### config.mk
export PLATFORM = sky130hd
export DESIGN_NAME = mc_controller
export DESIGN_NICKNAME = d
export VERILOG_FILES = /design/src/rtl/mc_controller.sv
export SDC_FILE = /design/constraint.sdc
export NUM_CORES = 1
export LEC_CHECK = 0
export BUFFER_PORTS_ARGS = -buffer_cell sky130_fd_sc_hd__clkbuf_2
export CAP_MARGIN = 5
export CELL_PAD_IN_SITES_DETAIL_PLACEMENT = 0
export CELL_PAD_IN_SITES_GLOBAL_PLACEMENT = 1
export CORE_MARGIN = 10
export CORE_UTILIZATION = 30
export CTS_BUF_LIST = sky130_fd_sc_hd__clkbuf_4
export DETAILED_ROUTE_END_ITERATION = 8
export PLACE_DENSITY_LB_ADDON = 0.1
export RECOVER_POWER = 50
export SYNTH_ARGS = -nofsm -noshare
export SYNTH_HDL_FRONTEND = slang
export SYNTH_SLANG_ARGS = --single-unit
### constraint.sdc
create_clock -name clk -period 1.4 [get_ports clk]
set_input_delay 0.14 -clock clk [delete_from_list [all_inputs] [get_ports clk]]
set_output_delay 0.14 -clock clk [all_outputs]
set_load 0.1 [all_outputs]
### src/rtl/mc_controller.sv
// Multicycle MIPS control FSM: sequences fetch/decode/execute/memory/writeback
// and drives the datapath selects, write enables and ALU control.
//
//  state   | meaning
//  --------+---------------------------------------------
//  FETCH   | read instruction at PC, PC <= PC + 4
//  DECODE  | read registers, branch target into ALUOut
//  MEMADR  | lw/sw effective address
//  MEMRD   | data memory read at ALUOut
//  MEMWB   | MDR -> rt
//  MEMWR   | data memory write at ALUOut
//  RTYPEEX | R-type ALU operation
//  RTYPEWB | ALUOut -> rd
//  BEQEX   | compare, load PC from ALUOut when equal
//  ADDIEX  | regA + signimm
//  ADDIWB  | ALUOut -> rt
//  JEX     | load PC with jump target
//  HALT    | parked after an illegal instruction (trap mode)
module mc_controller #(
  parameter bit TRAP_ILLEGAL = 1'b0
) (
  input  logic       clk,
  input  logic       reset,
  input  logic [5:0] op,
  input  logic [5:0] funct,
  input  logic       zero,
  output logic       memwrite,
  output logic       irwrite,
  output logic       regwrite,
  output logic       pcen,
  output logic       iord,
  output logic       regdst,
  output logic       memtoreg,
  output logic       alusrca,
  output logic [1:0] alusrcb,
  output logic [1:0] pcsrc,
  output logic [2:0] alucont,
  output logic       illegal,
  output logic [3:0] state
);

  localparam logic [3:0] S_FETCH   = 4'd0;
  localparam logic [3:0] S_DECODE  = 4'd1;
  localparam logic [3:0] S_MEMADR  = 4'd2;
  localparam logic [3:0] S_MEMRD   = 4'd3;
  localparam logic [3:0] S_MEMWB   = 4'd4;
  localparam logic [3:0] S_MEMWR   = 4'd5;
  localparam logic [3:0] S_RTYPEEX = 4'd6;
  localparam logic [3:0] S_RTYPEWB = 4'd7;
  localparam logic [3:0] S_BEQEX   = 4'd8;
  localparam logic [3:0] S_ADDIEX  = 4'd9;
  localparam logic [3:0] S_ADDIWB  = 4'd10;
  localparam logic [3:0] S_JEX     = 4'd11;
  localparam logic [3:0] S_HALT    = 4'd12;

  localparam logic [5:0] OP_RTYPE = 6'b000000;
  localparam logic [5:0] OP_LW    = 6'b100011;
  localparam logic [5:0] OP_SW    = 6'b101011;
  localparam logic [5:0] OP_BEQ   = 6'b000100;
  localparam logic [5:0] OP_ADDI  = 6'b001000;
  localparam logic [5:0] OP_J     = 6'b000010;

  localparam logic [5:0] FN_ADD = 6'b100000;
  localparam logic [5:0] FN_SUB = 6'b100010;
  localparam logic [5:0] FN_AND = 6'b100100;
  localparam logic [5:0] FN_OR  = 6'b100101;
  localparam logic [5:0] FN_SLT = 6'b101010;

  localparam logic [2:0] ALU_ADD = 3'b010;
  localparam logic [2:0] ALU_SUB = 3'b110;
  localparam logic [2:0] ALU_AND = 3'b000;
  localparam logic [2:0] ALU_OR  = 3'b001;
  localparam logic [2:0] ALU_SLT = 3'b111;

  logic [3:0] state_q;
  logic [3:0] state_d;
  logic       op_legal;
  logic       funct_legal;
  logic [2:0] funct_alu;
  logic       pcwrite;
  logic       branch;

  assign state = state_q;

  always_ff @(posedge clk) begin
    if (reset) state_q <= S_FETCH;
    else       state_q <= state_d;
  end

  always_comb begin
    op_legal = 1'b1;
    case (op)
      OP_RTYPE, OP_LW, OP_SW, OP_BEQ, OP_ADDI, OP_J: op_legal = 1'b1;
      default:                                       op_legal = 1'b0;
    endcase
  end

  always_comb begin
    funct_legal = 1'b1;
    funct_alu   = ALU_ADD;
    case (funct)
      FN_ADD:  funct_alu = ALU_ADD;
      FN_SUB:  funct_alu = ALU_SUB;
      FN_AND:  funct_alu = ALU_AND;
      FN_OR:   funct_alu = ALU_OR;
      FN_SLT:  funct_alu = ALU_SLT;
      default: funct_legal = 1'b0;
    endcase
  end

  // Unused codes 13-15 fall through to FETCH.
  always_comb begin
    state_d = S_FETCH;
    case (state_q)
      S_FETCH:  state_d = S_DECODE;
      S_DECODE: begin
        case (op)
          OP_LW, OP_SW: state_d = S_MEMADR;
          OP_RTYPE:     state_d = S_RTYPEEX;
          OP_BEQ:       state_d = S_BEQEX;
          OP_ADDI:      state_d = S_ADDIEX;
          OP_J:         state_d = S_JEX;
          default:      state_d = TRAP_ILLEGAL ? S_HALT : S_FETCH;
        endcase
      end
      S_MEMADR:  state_d = (op == OP_SW) ? S_MEMWR : S_MEMRD;
      S_MEMRD:   state_d = S_MEMWB;
      S_RTYPEEX: begin
        if (funct_legal)       state_d = S_RTYPEWB;
        else if (TRAP_ILLEGAL) state_d = S_HALT;
        else                   state_d = S_FETCH;
      end
      S_ADDIEX:  state_d = S_ADDIWB;
      S_HALT:    state_d = S_HALT;
      default:   state_d = S_FETCH;
    endcase
  end

  // While reset is high the FETCH selects are shown but every enable is held low.
  always_comb begin
    memwrite = 1'b0;
    irwrite  = 1'b0;
    regwrite = 1'b0;
    iord     = 1'b0;
    regdst   = 1'b0;
    memtoreg = 1'b0;
    alusrca  = 1'b0;
    alusrcb  = 2'b00;
    pcsrc    = 2'b00;
    alucont  = ALU_ADD;
    illegal  = 1'b0;
    pcwrite  = 1'b0;
    branch   = 1'b0;
    case (reset ? S_FETCH : state_q)
      S_FETCH: begin
        alusrcb = 2'b01;
        irwrite = 1'b1;
        pcwrite = 1'b1;
      end
      S_DECODE: begin
        alusrcb = 2'b11;
        illegal = ~op_legal;
      end
      S_MEMADR: begin
        alusrca = 1'b1;
        alusrcb = 2'b10;
      end
      S_MEMRD: iord = 1'b1;
      S_MEMWB: begin
        memtoreg = 1'b1;
        regwrite = 1'b1;
      end
      S_MEMWR: begin
        iord     = 1'b1;
        memwrite = 1'b1;
      end
      S_RTYPEEX: begin
        alusrca = 1'b1;
        alucont = funct_alu;
        illegal = ~funct_legal;
      end
      S_RTYPEWB: begin
        regdst   = 1'b1;
        regwrite = 1'b1;
      end
      S_BEQEX: begin
        alusrca = 1'b1;
        alucont = ALU_SUB;
        pcsrc   = 2'b01;
        branch  = 1'b1;
      end
      S_ADDIEX: begin
        alusrca = 1'b1;
        alusrcb = 2'b10;
      end
      S_ADDIWB: regwrite = 1'b1;
      S_JEX: begin
        pcsrc   = 2'b10;
        pcwrite = 1'b1;
      end
      default: ;
    endcase
    pcen = pcwrite | (branch & zero);
    if (reset) begin
      memwrite = 1'b0;
      irwrite  = 1'b0;
      regwrite = 1'b0;
      pcen     = 1'b0;
      illegal  = 1'b0;
    end
  end

endmodule
==> summary.txt <==
Logic synthesis
  – Mapped cell area: 649 µm²
  – Count of different cell masters after synthesis: 34
  – Syn Nets: 114
  – Register bit total from synthesis: 4
  – Sequential share of the synthesized area: 12.3%
  – Synthesis warning total: 0
  – Synth Area per Inst: 6.56 µm²
  – Synthesized instance count: 99

Setup path
  – Worst Setup End Kind: primary output
  – Reg-to-reg critical path startpoint: state[1]
  – R2R depth: 5
  – R2R Path End: state[1]
  – Worst-path fanout max: 5
  – CP max stage cell: or3_4
  – Crit path launch type: flip-flop
  – Worst Path Class, Setup: flip-flop to primary output
  – WP buf/inv: 1
  – Worst setup path start: state[1]
  – Crit path DAT: 1610 ps
  – Slowest stage delay, CP: 370 ps
  – Top Family by Delay on Critical Path: simple AND/OR/NAND/NOR gates
  – Worst endpoint required time: 1260 ps
  – R2R Setup Slk: -20 ps
  – Cell chain of the critical path: nor3b_4 -> nand2_2 -> or3_4 -> o21bai_4 -> buf_12

Timing
  – Final hold violation count: 0
  – Max Clock Skew: 3.41 ps
  – Fin crit share: 125%
  – Worst Tran Pin Value: 332 ps
  – Final Max Slew Viols: 0
  – Worst slew margin: 77.7%
  – RSZ-0062 raised after global routing: true
  – Fmax: 571 MHz
  – Setup Viol. Count Final: 17
  – Final worst slack: -351 ps
  – Final Critical Period: 1750 ps

CTS
  – Deepest clock path buffer count: 2
  – Clock root cell: clkbuf_4
  – Worst-skew pair later-pin latency: 250 ps
  – CTS tree: done
  – Hold buffers post-CTS: 0
  – Sink Count: 4
  – H-Tree Depth: 1
  – Clock Pin Slew Worst Setup and Hold Paths: 40 ps
  – CTS Buf Count: 3

Route
  – Via count: 1007
  – Wirelength per Cell: 17.4 µm
  – Post-Route WL: 3320 µm
  – Routed Antenna Nets: 0
  – 1st-pass router iterations: 4
  – # DRC: 0
  – DRT iter0 DRCs: 56
  – Vias per Instance: 5.30

GRT
  – Grt ovf: 0
  – Number of global-route vias before repair: 1065
  – Largest net degree at the start of global routing: 9
  – Tot GR Track Use: 14.9%
  – Initial antenna violation count: 0
  – First-pass GRT wire length: 5270 µm

Place
  – Gpl congestion: 0.825
  – Dpl cells: 176
  – Dpl hpwl: 2240 µm
  – Buffers on Ports: 34
  – Dpl ws: -90.1 ps

Die
  – Core ar.: 0.00200 mm²
  – Die height: 66.5 µm
  – DIE WIDTH: 66.5 µm
  – Starting Density: 32.4%
  – # rows: 16
  – IO Pins: 35
  – DIE AREA: 0.00443 mm²

Final layout
  – Register area: 95.1 µm²
  – Final nets: 180
  – Fin cells: 190
  – Utilization after layout: 83.9%
  – Commonest non-fill, non-tap cell in the layout: buf_4
  – Max reg flops: 4
  – Multi-input logic area: 785 µm²
  – Number of antenna diodes: 0
  – Most frequent cells in the layout: buf_4, buf_12, clkbuf_2
  – Share of cells above drive strength 1: 72.4%
  – Layout filler cell count: 115
  – Area Growth Syn to Fin: 159%

Power and ir drop
  – Leakage: 0.678 nW
  – Switching Share: 45.5%
  – Pwr/cell area: 412 mW/mm²
  – Combinational power share: 59.3%
  – Clock Power Share: 23.2%
  – Max VDD drop: 0.357 mV
  – Flop pwr share: 17.5%
  – Pint: 0.000377 W
  – NetSw: 0.000315 W

Min path
  – Min-Delay Path Depth: 4
  – Hold Crit Class: primary input to flip-flop
  – Worst hold endpoint: state[2]
  – Worst Min Path Start: op[4]

Run status
  – Status: finished with violations
  – Failing checks: negative setup slack

Run
  – Maxcap violations: 0
cells in the mapped netlist (all sizes together):
master | n | area [µm²]
nor3b | 1 | 18.8
a21oi | 3 | 15.0
o211ai | 2 | 15.0
buf | 8 | 45.0
a211o | 1 | 8.76
nand3b | 1 | 7.51
o31ai | 1 | 7.51
a21boi | 2 | 15.0
or3 | 2 | 12.5
xor2 | 4 | 35.0
nor2 | 15 | 56.3
dfxtp | 4 | 80.1
nand2 | 6 | 25.0
nor4 | 1 | 6.26
inv | 2 | 7.51
clkbuf | 1 | 3.75
or3b | 3 | 26.3
a211oi | 1 | 12.5
mux2 | 1 | 11.3
nand4b | 1 | 8.76
nand3 | 5 | 25.0
nor2b | 1 | 6.26
nor3 | 8 | 40.0
o21ai | 4 | 20.0
xnor2 | 1 | 8.76
or2 | 1 | 6.26
and3 | 5 | 31.3
nand2b | 4 | 25.0
a31oi | 6 | 37.5
o21bai | 3 | 22.5
o41ai | 1 | 8.76
metal layers:
| metal | global-route usage, % | share of wire, % | vias to the layer above | wire length (µm) |
|---|---|---|---|---|
| met3 | 3.68 | 6.3 | 5 | 210 |
| met4 | 7.33 | 1.8 | 0 | 59 |
| met5 | 0 | 0 | - | 0 |
| li1 | - | - | 488 | - |
| met2 | 26.2 | 53 | 43 | 1750 |
| met1 | 16.2 | 39 | 471 | 1300 |
worst register-to-register path: stages, from the launching register on:
cell,delay (ps)
dfxtp_4,360
buf_6,120
or3b_1,430
a31oi_1,180
o21bai_1,90
a31oi_1,160
layout make-up:
cell class / count / share of cell area, %
inverters: 2 / 0.447
flip-flops and latches: 4 / 5.66
clock buffers: 3 / 1.34
multi-input cells: 84 / 46.7
well taps: 27 / 2.01
repair buffers: 70 / 43.9
cells by family after synthesis:
kind of cell,Yosys count,synth area share (%)
and+or+nand+nor,54,45.5
muxes,1,1.73
AOI/OAI and AO/OA,24,25.0
DFF,4,12.3
xor gates and xnor gates,5,6.74
buffers and inverters,11,8.67
what timing repair did:
item                                    CTS  global route
endpoints found under the setup margin   18            18
buffers inserted                         11             1
pin swaps                                12            11
resized for setup                        22             8
worst max-delay path by stage:
stage	to	cells past startpoint
after CTS	alucont[2]	5
after floorplan	alucont[2]	5
after global routing	alucont[2]	5
after global placement	alucont[2]	5
final	alucont[2]	5
after detailed placement	illegal	6
power by group through the flow:
stage	Clock, W	Sequential, W	Combinational [W]
5_1_grt	0.000170	0.000122	0.000431
2_1_floorplan	0	0.000145	0.000204
6_report	0.000160	0.000121	0.000410
3_5_place_dp	0	0.000122	0.000361
4_1_cts	0.000164	0.000121	0.000406
3_3_place_gp	0	0.000121	0.000355
through the flow:
| step | hold slack (ps) | power, W | cell area [µm²] | setup TNS (ps) |
|---|---|---|---|---|
| CTS | 254 | 0.000690 | 1660 | -2510 |
| global placement | 496 | 0.000476 | 1460 | -172 |
| detailed placement | 518 | 0.000483 | 1460 | -285 |
| global route | 320 | 0.000723 | 1680 | -3470 |
| floorplan | 340 | 0.000349 | 852 | -5900 |
| finish | 302 | 0.000692 | 1680 | -2650 |
Power figures use the tool's default switching activity.
